### config.mk
export PLATFORM = sky130hd
export DESIGN_NAME = hinp_acq_sequencer_flat
export DESIGN_NICKNAME = d
export VERILOG_FILES = /design/src/rtl/hinp_pkg.sv /design/src/rtl/hinp_acq_sequencer_if.sv /design/src/rtl/hinp_interval_cnt.sv /design/src/rtl/hinp_acq_sequencer.sv /design/src/flat_wrapper.sv
export SDC_FILE = /design/constraint.sdc
export NUM_CORES = 1
export LEC_CHECK = 0
export ABC_AREA = 0
export CAP_MARGIN = 20
export CORE_ASPECT_RATIO = 1.75
export CORE_UTILIZATION = 58
export DETAILED_ROUTE_END_ITERATION = 8
export PLACE_DENSITY = 0.88
export SETUP_SLACK_MARGIN = 0.2
export SLEW_MARGIN = 20
export SYNTH_ARGS = -nofsm -noshare
export SYNTH_HDL_FRONTEND = slang
export SYNTH_SLANG_ARGS = --single-unit
### constraint.sdc
create_clock -name clk -period 2.9 [get_ports clk]
set_input_delay 0.58 -clock clk [delete_from_list [all_inputs] [get_ports clk]]
set_output_delay 0.58 -clock clk [all_outputs]
set_load 0.01 [all_outputs]
### src/rtl/hinp_pkg.sv
// Shared types, default timing constants and small helpers for the HINP acquisition sequencer.
package hinp_pkg;

    typedef enum logic [2:0] {
        S_IDLE,
        S_FRST,
        S_SETTLE,
        S_ARMED,
        S_STOP,
        S_READ,
        S_REARM
    } state_e;

    localparam int DEF_N_CHAN   = 16;
    localparam int DEF_CNT_W    = 16;
    localparam int DEF_T_FRST   = 10;
    localparam int DEF_T_SETTLE = 10;
    localparam int DEF_T_WIN_4U = 1140;
    localparam int DEF_T_WIN_1U = 1110;
    localparam int DEF_T_VETO   = 20;
    localparam int DEF_T_STOP   = 500;
    localparam int DEF_T_ACQ_HI = 80;
    localparam int DEF_T_ACQ_LO = 80;

    // A zero-length interval still occupies one cycle.
    function automatic int eff_t(input int t);
        return (t < 1) ? 1 : t;
    endfunction

    function automatic int clamp_chans(input int req, input int max_ch);
        return (req > max_ch) ? max_ch : req;
    endfunction

endpackage

### src/rtl/hinp_acq_sequencer_if.sv
// DAQ-controller / chip-pin bundle of the sequencer; master = DAQ side, slave = sequencer.
interface hinp_acq_sequencer_if #(
    parameter int N_CHAN = 16
);
    localparam int RD_W = $clog2(N_CHAN + 1);

    logic            start;
    logic            abort;
    logic            cont;
    logic            tvc_mode;
    logic [RD_W-1:0] rd_chans;
    logic            busy;
    logic            done;
    logic            force_rst;
    logic            global_cfd_en;
    logic            common_stop;
    logic            veto_rst;
    logic            acq_clk;

    modport master (
        output start, abort, cont, tvc_mode, rd_chans,
        input  busy, done, force_rst, global_cfd_en, common_stop, veto_rst, acq_clk
    );

    modport slave (
        input  start, abort, cont, tvc_mode, rd_chans,
        output busy, done, force_rst, global_cfd_en, common_stop, veto_rst, acq_clk
    );
endinterface

### src/rtl/hinp_interval_cnt.sv
// Loadable down-counter with zero flag; holds at zero until reloaded.
module hinp_interval_cnt #(
    parameter int CNT_W = 16
) (
    input  logic             clk,
    input  logic             rst,
    input  logic             load_i,
    input  logic [CNT_W-1:0] load_val_i,
    output logic [CNT_W-1:0] cnt_o,
    output logic             zero_o
);
    logic [CNT_W-1:0] cnt_q, cnt_d;

    always_comb begin
        cnt_d = cnt_q;
        if (load_i)
            cnt_d = load_val_i;
        else if (cnt_q != '0)
            cnt_d = cnt_q - CNT_W'(1);
    end

    always_ff @(posedge clk or posedge rst) begin
        if (rst) cnt_q <= '0;
        else     cnt_q <= cnt_d;
    end

    assign cnt_o  = cnt_q;
    assign zero_o = (cnt_q == '0);
endmodule

### src/rtl/hinp_acq_sequencer.sv
// HINP event sequencer: force-reset, CFD window, common stop/veto, then an acq_clk readout burst.
module hinp_acq_sequencer
    import hinp_pkg::*;
#(
    parameter int N_CHAN   = DEF_N_CHAN,
    parameter int CNT_W    = DEF_CNT_W,
    parameter int T_FRST   = DEF_T_FRST,
    parameter int T_SETTLE = DEF_T_SETTLE,
    parameter int T_WIN_4U = DEF_T_WIN_4U,
    parameter int T_WIN_1U = DEF_T_WIN_1U,
    parameter int T_VETO   = DEF_T_VETO,
    parameter int T_STOP   = DEF_T_STOP,
    parameter int T_ACQ_HI = DEF_T_ACQ_HI,
    parameter int T_ACQ_LO = DEF_T_ACQ_LO
) (
    input logic                 clk,
    input logic                 dig_rst,
    hinp_acq_sequencer_if.slave bus
);
    localparam int RD_W = $clog2(N_CHAN + 1);

    if (T_FRST >= 2**CNT_W || T_SETTLE >= 2**CNT_W || T_WIN_4U >= 2**CNT_W ||
        T_WIN_1U >= 2**CNT_W || T_VETO >= 2**CNT_W || T_STOP >= 2**CNT_W ||
        T_ACQ_HI >= 2**CNT_W || T_ACQ_LO >= 2**CNT_W || T_VETO >= T_STOP) begin : g_param_err
        $error("hinp_acq_sequencer: interval parameter out of range");
    end

    // Reload values are interval-1 because the counter spends one cycle on each value down to 0.
    localparam logic [CNT_W-1:0] L_FRST    = CNT_W'(eff_t(T_FRST) - 1);
    localparam logic [CNT_W-1:0] L_SETTLE  = CNT_W'(eff_t(T_SETTLE) - 1);
    localparam logic [CNT_W-1:0] L_WIN_4U  = CNT_W'(eff_t(T_WIN_4U) - 1);
    localparam logic [CNT_W-1:0] L_WIN_1U  = CNT_W'(eff_t(T_WIN_1U) - 1);
    localparam logic [CNT_W-1:0] L_STOP    = CNT_W'(eff_t(T_STOP) - 1);
    localparam logic [CNT_W-1:0] L_ACQ_HI  = CNT_W'(eff_t(T_ACQ_HI) - 1);
    localparam logic [CNT_W-1:0] L_ACQ_LO  = CNT_W'(eff_t(T_ACQ_LO) - 1);
    localparam logic [CNT_W-1:0] L_VETO_AT = CNT_W'(eff_t(T_STOP) - eff_t(T_VETO));

    state_e          state_q;
    logic            tvc_q;
    logic [RD_W-1:0] rd_q, ch_q;
    logic            busy_q, done_q, frst_q, cfd_q, stop_q, veto_q, acq_q;
    logic            cnt_load;
    logic [CNT_W-1:0] cnt_val, cnt;
    logic            cnt_zero;

    hinp_interval_cnt #(.CNT_W(CNT_W)) u_cnt (
        .clk       (clk),
        .rst       (dig_rst),
        .load_i    (cnt_load),
        .load_val_i(cnt_val),
        .cnt_o     (cnt),
        .zero_o    (cnt_zero)
    );

    // Reload the interval counter on every transition the FSM below takes.
    always_comb begin
        cnt_load = 1'b0;
        cnt_val  = '0;
        if (bus.abort) begin
            cnt_load = 1'b1;
        end else begin
            case (state_q)
                S_IDLE:   if (bus.start) begin cnt_load = 1'b1; cnt_val = L_FRST; end
                S_FRST:   if (cnt_zero) begin cnt_load = 1'b1; cnt_val = L_SETTLE; end
                S_SETTLE: if (cnt_zero) begin cnt_load = 1'b1; cnt_val = tvc_q ? L_WIN_4U : L_WIN_1U; end
                S_ARMED:  if (cnt_zero) begin cnt_load = 1'b1; cnt_val = L_STOP; end
                S_STOP:   if (cnt_zero) begin cnt_load = 1'b1; cnt_val = (rd_q != '0) ? L_ACQ_HI : '0; end
                S_READ: if (cnt_zero) begin
                    cnt_load = 1'b1;
                    cnt_val  = acq_q ? L_ACQ_LO : ((ch_q == RD_W'(1)) ? '0 : L_ACQ_HI);
                end
                S_REARM: begin cnt_load = 1'b1; cnt_val = bus.cont ? L_FRST : '0; end
                default:  cnt_load = 1'b1;
            endcase
        end
    end

    always_ff @(posedge clk or posedge dig_rst) begin
        if (dig_rst) begin
            state_q <= S_IDLE;
            tvc_q   <= 1'b0;
            rd_q    <= '0;
            ch_q    <= '0;
            busy_q  <= 1'b0;
            done_q  <= 1'b0;
            frst_q  <= 1'b0;
            cfd_q   <= 1'b0;
            stop_q  <= 1'b0;
            veto_q  <= 1'b0;
            acq_q   <= 1'b0;
        end else begin
            done_q <= 1'b0;
            if (bus.abort) begin
                state_q <= S_IDLE;
                busy_q  <= 1'b0;
                frst_q  <= 1'b0;
                cfd_q   <= 1'b0;
                stop_q  <= 1'b0;
                veto_q  <= 1'b0;
                acq_q   <= 1'b0;
            end else begin
                case (state_q)
                    S_IDLE: if (bus.start) begin
                        tvc_q   <= bus.tvc_mode;
                        rd_q    <= RD_W'(clamp_chans(int'(bus.rd_chans), N_CHAN));
                        busy_q  <= 1'b1;
                        frst_q  <= 1'b1;
                        state_q <= S_FRST;
                    end
                    S_FRST: if (cnt_zero) begin
                        frst_q  <= 1'b0;
                        state_q <= S_SETTLE;
                    end
                    S_SETTLE: if (cnt_zero) begin
                        cfd_q   <= 1'b1;
                        state_q <= S_ARMED;
                    end
                    S_ARMED: if (cnt_zero) begin
                        cfd_q   <= 1'b0;
                        stop_q  <= 1'b1;
                        state_q <= S_STOP;
                    end
                    S_STOP: begin
                        if (cnt_zero) begin
                            stop_q <= 1'b0;
                            if (rd_q == '0) begin
                                veto_q  <= 1'b0;
                                done_q  <= 1'b1;
                                state_q <= S_REARM;
                            end else begin
                                veto_q  <= 1'b1;
                                acq_q   <= 1'b1;
                                ch_q    <= rd_q;
                                state_q <= S_READ;
                            end
                        end else if (cnt == L_VETO_AT) begin
                            veto_q <= 1'b1;
                        end
                    end
                    // ch_q counts pulses still owed, including the one in flight.
                    S_READ: if (cnt_zero) begin
                        if (acq_q) begin
                            acq_q <= 1'b0;
                        end else if (ch_q == RD_W'(1)) begin
                            veto_q  <= 1'b0;
                            done_q  <= 1'b1;
                            state_q <= S_REARM;
                        end else begin
                            ch_q  <= ch_q - RD_W'(1);
                            acq_q <= 1'b1;
                        end
                    end
                    S_REARM: begin
                        if (bus.cont) begin
                            frst_q  <= 1'b1;
                            state_q <= S_FRST;
                        end else begin
                            busy_q  <= 1'b0;
                            state_q <= S_IDLE;
                        end
                    end
                    default: state_q <= S_IDLE;
                endcase
            end
        end
    end

    assign bus.busy          = busy_q;
    assign bus.done          = done_q;
    assign bus.force_rst     = frst_q;
    assign bus.global_cfd_en = cfd_q;
    assign bus.common_stop   = stop_q;
    assign bus.veto_rst      = veto_q;
    assign bus.acq_clk       = acq_q;
endmodule

### src/flat_wrapper.sv
// flat-port wrapper written by rule: the top's interface ports become plain ports
module hinp_acq_sequencer_flat import hinp_pkg::*;
#(
    parameter int N_CHAN   = DEF_N_CHAN,
    parameter int CNT_W    = DEF_CNT_W,
    parameter int T_FRST   = DEF_T_FRST,
    parameter int T_SETTLE = DEF_T_SETTLE,
    parameter int T_WIN_4U = DEF_T_WIN_4U,
    parameter int T_WIN_1U = DEF_T_WIN_1U,
    parameter int T_VETO   = DEF_T_VETO,
    parameter int T_STOP   = DEF_T_STOP,
    parameter int T_ACQ_HI = DEF_T_ACQ_HI,
    parameter int T_ACQ_LO = DEF_T_ACQ_LO
)
  (clk, dig_rst, bus_start, bus_abort, bus_cont, bus_tvc_mode, bus_rd_chans, bus_busy, bus_done, bus_force_rst, bus_global_cfd_en, bus_common_stop, bus_veto_rst, bus_acq_clk);
  hinp_acq_sequencer_if #(.N_CHAN(N_CHAN)) bus_i ();
  input logic clk;
  input logic dig_rst;
  input wire logic [$bits(bus_i.start)-1:0] bus_start;
  input wire logic [$bits(bus_i.abort)-1:0] bus_abort;
  input wire logic [$bits(bus_i.cont)-1:0] bus_cont;
  input wire logic [$bits(bus_i.tvc_mode)-1:0] bus_tvc_mode;
  input wire logic [$bits(bus_i.rd_chans)-1:0] bus_rd_chans;
  output wire logic [$bits(bus_i.busy)-1:0] bus_busy;
  output wire logic [$bits(bus_i.done)-1:0] bus_done;
  output wire logic [$bits(bus_i.force_rst)-1:0] bus_force_rst;
  output wire logic [$bits(bus_i.global_cfd_en)-1:0] bus_global_cfd_en;
  output wire logic [$bits(bus_i.common_stop)-1:0] bus_common_stop;
  output wire logic [$bits(bus_i.veto_rst)-1:0] bus_veto_rst;
  output wire logic [$bits(bus_i.acq_clk)-1:0] bus_acq_clk;
  assign bus_i.start = bus_start;
  assign bus_i.abort = bus_abort;
  assign bus_i.cont = bus_cont;
  assign bus_i.tvc_mode = bus_tvc_mode;
  assign bus_i.rd_chans = bus_rd_chans;
  assign bus_busy = bus_i.busy;
  assign bus_done = bus_i.done;
  assign bus_force_rst = bus_i.force_rst;
  assign bus_global_cfd_en = bus_i.global_cfd_en;
  assign bus_common_stop = bus_i.common_stop;
  assign bus_veto_rst = bus_i.veto_rst;
  assign bus_acq_clk = bus_i.acq_clk;
  hinp_acq_sequencer #(.N_CHAN(N_CHAN), .CNT_W(CNT_W), .T_FRST(T_FRST), .T_SETTLE(T_SETTLE), .T_WIN_4U(T_WIN_4U), .T_WIN_1U(T_WIN_1U), .T_VETO(T_VETO), .T_STOP(T_STOP), .T_ACQ_HI(T_ACQ_HI), .T_ACQ_LO(T_ACQ_LO)) u_core (.clk(clk), .dig_rst(dig_rst), .bus(bus_i));
endmodule
After elaboration in Yosys (flattened, before gate mapping)
Index checks and enable logic that the tools add are counted.

Flip-flop bits (word level): 37. Bits in latches: 0. Input bits: 11. Memories: 0. Memory bits (read-only): 0. Output and inout bits: 7. Bits in writable memories: 0.

Reduce and logical (&&, ||, !) cells: 22. Divide/modulo/power cells: 0. Equality and inequality tests: 25. Add/subtract/negate cells: 2. $mul: 0. Multiplexer cells: 73. Shift-type cells: 0. Order comparisons: 1. Bitwise operators: 1.

Operators by type and width (count): $mux W16 (7); $pmux W16 S7 (1); $mux W1 (32); $mux W5 (6); $mux W3 (9); $pmux W3 S7 (1); $ne A3 B2 Y1 const B (6); $eq A16 B9 Y1 const B (1); $logic_not A16 Y1 (1); $reduce_bool A16 Y1 (1); $sub A16 B1 Y16 const B (1); $ne A3 B3 Y1 const B (5); $mux W7 (2); $pmux W1 S2 (7); $mux W4 (3); $reduce_and A3 Y1 (4); $reduce_bool A3 Y1 (4); $pmux W5 S2 (1); $eq A3 B3 Y1 const B (3); $mux W9 (1); $reduce_and A4 Y1 (2); $reduce_and A8 Y1 (1); $reduce_and A7 Y1 (1); $eq A3 B2 Y1 const B (2); other kinds (18) (22).

Depth between registers and ports, before layout
Depth in word-level cells: 7. Gate-level depth with buffers: 8. Gate-level depth less buffers: 7.

By module
Synthesis repeated with hierarchy kept, for this count alone.

Cells, all modules: 265. Area total of the unflattened synthesis: 2407.3 µm².

By module, submodules not included: hinp_acq_sequencer (cells an instance 157, area an instance 1398.8 µm², instances 1); hinp_interval_cnt (cells an instance 108, area an instance 1008.5 µm², instances 1).

Worst setup path before layout
OpenSTA, ideal clock, no wires.

Kind: reg-to-reg. Start: register u_core.u_cnt.cnt_q[0] (netlist: u_core.u_cnt.cnt_o[0]). End: register u_core.ch_q[0]. Setup time: 128 ps. Stages on the path, launching flop included: 8. Buffers on the path: 0. Setup slack: 870 ps. Required time: 2772 ps. Arrival time: 1902 ps. Clock period less this slack: 2030 ps. Path through: dfrtp_1 inv_1 ha_1 nor4b_1 nand4_2 a2111oi_4 mux2i_1 nand3_1.

Word-level cells in the longest chain between the ends: 3. Elaborated cells between the ends (all ways): 4. Classes of those cells: eq/ne (2); reduce/logical (2).

RTL lines: from (decl) (line hinp_interval_cnt.sv:12) `logic [CNT_W-1:0] cnt_q, cnt_d;`; from (signal assigned) (line hinp_interval_cnt.sv:24) `else cnt_q <= cnt_d;`; $logic_not A16 Y1 * (line hinp_interval_cnt.sv:28) `assign zero_o = (cnt_q == '0);`; $ne A2 B1 Y1 (no source line); $reduce_and A7 Y1 (no source line) *; to (signal assigned) (line hinp_acq_sequencer.sv:133) `ch_q <= rd_q;`; to (signal assigned) (line hinp_acq_sequencer.sv:149) `ch_q <= ch_q - RD_W'(1);`; to (decl) (line hinp_acq_sequencer.sv:40) `logic [RD_W-1:0] rd_q, ch_q;`.

Mark *: on every way between the ends. The rest lies on a longest branch, timed or not. A chain may end at the register's enable or synchronous reset.

Worst setup path after layout
Ends and elaborated chain as after synthesis.

==> results.tsv <==
metric	value	unit
cts_sinks	37	
start_kind	register	
end_kind	register	
finClkSkew	0.00471	ns
critical_path_buf_inv_count	1	
vias	2141	
cp.arrival	2.55	ns
instances_no_fill	324	
finalPower	2560	uW
io_pins	18	
ant_nets	0	
cts_resized	0	
drt-total-wl	5.67	mm
timing.rr.end	u_core.ch_q[0]	
fp.coreArea	3660	um2
drv_cap	0	
crit_family	simple AND/OR/NAND/NOR gates	
wire_per_inst	17.5	um
clk_latency	0.29	ns
synth-main-ff-cell	dfrtp_1	
slew_viol_final	0	
crit_path_cell_trace	inv_1 -> ha_1 -> nor4b_1 -> nand4_2 -> a2111oi_4 -> mux2i_1 -> nand3_1	
relSlewSlack	57.6	%
ys_seq_area_share	40.8	%
dp_cells	317	
min_path_type	reg2reg	
gp_congestion	0.926	
initialDrtViolationCount	94	
cts_tree	yes	
min_path_cells	2	
worstRegToRegCells	7	
cp.required	3.07	ns
fin_crit_sh	81.9	%
finalNetCount	293	
synth.ff_latch_count	37	
antenna_found_initial	0	
synth_fp_nets	274	
drc	0	
crit_type	reg2reg	
track_usage	30.5	%
clk_pin_slew_worst_paths	0.07	ns
die_x	49.3	um
rsz0062_at_grt	no	
post_cts_buffers	0	
port_buffers	17	
holdPathEnd	u_core.rd_q[1]	
worstHoldStart	u_core.rd_q[1]	
first_pass_iters	5	
num_antenna_cells	0	
fmax	421	MHz
hpwl	4.21	mm
slowest_delay	0.57	ns
die-area	4180	um2
cp_slowest_cell	a2111oi_4	
rrSetupSlack	0.52	ns
cts_made_buffers	5	
power_density	991	nW/um2
overflow	0	
rows	29	
first_global_vias	2132	
synthDistinctLibCells	52	
syn_to_final_growth	13.8	%
setup_violations	0	
clockRootBuffer	clkbuf_8	
cts_max_level	2	
peakVddDrop	0.613	mV
finalSetupTns	0	ns
whs	0.519	ns
period_minus_slack	2.38	ns
hold_viol_final	0	
final_common_cell	dfrtp_1	
grt_pass1_wl	9.68	mm
postCtsHoldBufs	0	
synthArstFlopShare	100	%
syn_inst	259	
worstMarginPinSlew	0.630	ns
clk_path_buf_depth	2	
synth_enable_flop_cells	0	
start_util	61.9	%
r2r-start	u_core.u_cnt.cnt_o[0]	
syn-cell-area	2270	um2
crit_path_max_fanout	10	
final_cell_mix	dfrtp_1 (37), nor2_1 (22), nand2_1 (21)	
grt_max_degree	38	
via_per_inst	6.61	
outcome	finished, final reports clean	
avgSynthCellArea	8.76	um2
drive_above_1_share	8.27	%
die_h	84.8	um
yosysWarnings	0	
p_leak	0.00103	uW
## layout make-up
cell class                 instances  area, um2
fill                             311       1080
tap                               46       57.6
timing repair buffer              22        208
inverter                           7       26.3
sequential                        37        926
multi-input combinational        205       1280
clock buffer                       7       86.3
## how the worst max path moves through the flow
stage                          startpoint                     to  slack, ns  cells after the start
floorplan           u_core.u_cnt.cnt_o[0]         u_core.ch_q[0]       0.87                      7
global placement                bus_start  u_core.u_cnt.cnt_o[5]       0.38                      6
detailed placement              bus_start  u_core.u_cnt.cnt_o[5]       0.39                      6
CTS                 u_core.u_cnt.cnt_o[0]         u_core.ch_q[0]       0.54                      7
global route        u_core.u_cnt.cnt_o[0]         u_core.ch_q[0]       0.34                      7
finish              u_core.u_cnt.cnt_o[0]         u_core.ch_q[0]       0.52                      7
## through the flow
step | instance area (um2) | worst slack, ns | utilization (%)
global route | 2580 | 0.343 | 70.5
global placement | 2500 | 0.378 | 68.1
finish | 2580 | 0.524 | 70.5
detailed placement | 2500 | 0.392 | 68.1
CTS | 2580 | 0.544 | 70.5
floorplan | 2270 | 0.870 | -
## kinds of logic after synthesis
| group | share of synthesized area, % |
|---|---|
| and+or+nand+nor | 28.1 |
| AOI/OAI and AO/OA | 19.2 |
| DFF | 40.8 |
| buffers and inverters | 2.87 |
| xor gates and xnor gates | 5.40 |
| adders and majority gates | 2.21 |
| muxes | 1.43 |
## power by group
part	internal, uW	leakage, uW	switching, uW
logic	545	0.000493	794
clock network	188	0.0000443	173
registers	659	0.000490	200
## registers in the layout, summed over array words and instances, names as in the netlist
name	flops
u_core.rd_q	5
u_core.tvc_q	1
u_core.bus.done	1
u_core.u_cnt.cnt_o	16
u_core.bus.common_stop	1
u_core.bus.veto_rst	1
u_core.state_q	3
u_core.ch_q	5
u_core.bus.global_cfd_en	1
u_core.bus.acq_clk	1
u_core.bus.busy	1
u_core.bus.force_rst	1
## synth_stat cells, types with 5 or more instances
library cell / n / area [um2]
a21oi_1: 17 / 85.1
clkbuf_1: 8 / 30.0
dfrtp_1: 37 / 926
inv_1: 7 / 26.3
nand2_1: 21 / 78.8
nand2b_1: 8 / 50.1
nand3_1: 13 / 65.1
nor2_1: 22 / 82.6
nor2b_1: 5 / 31.3
nor3_1: 16 / 80.1
o21ai_0: 18 / 90.1
or3_1: 6 / 37.5
xnor2_1: 10 / 87.6
## per-layer routing
| metal | vias up | part of all wire [%] | routed length [um] | track usage (%) |
|---|---|---|---|---|
| li1 | 991 | - | - | - |
| met1 | 1030 | 36 | 2020 | 31.2 |
| met2 | 91 | 56 | 3150 | 56.5 |
| met3 | 29 | 4.2 | 239 | 3.99 |
| met4 | 0 | 4.7 | 265 | 18.4 |
| met5 | - | 0 | 0 | 0 |
## worst register-to-register path, cell delays in order (launching register included)
cell,delay [ns]
dfrtp_1,0.41
inv_1,0.11
ha_1,0.16
nor4b_1,0.37
nand4_2,0.29
a2111oi_4,0.57
mux2i_1,0.27
nand3_1,0.08
Note: power is estimated with default switching activity, not from simulation.
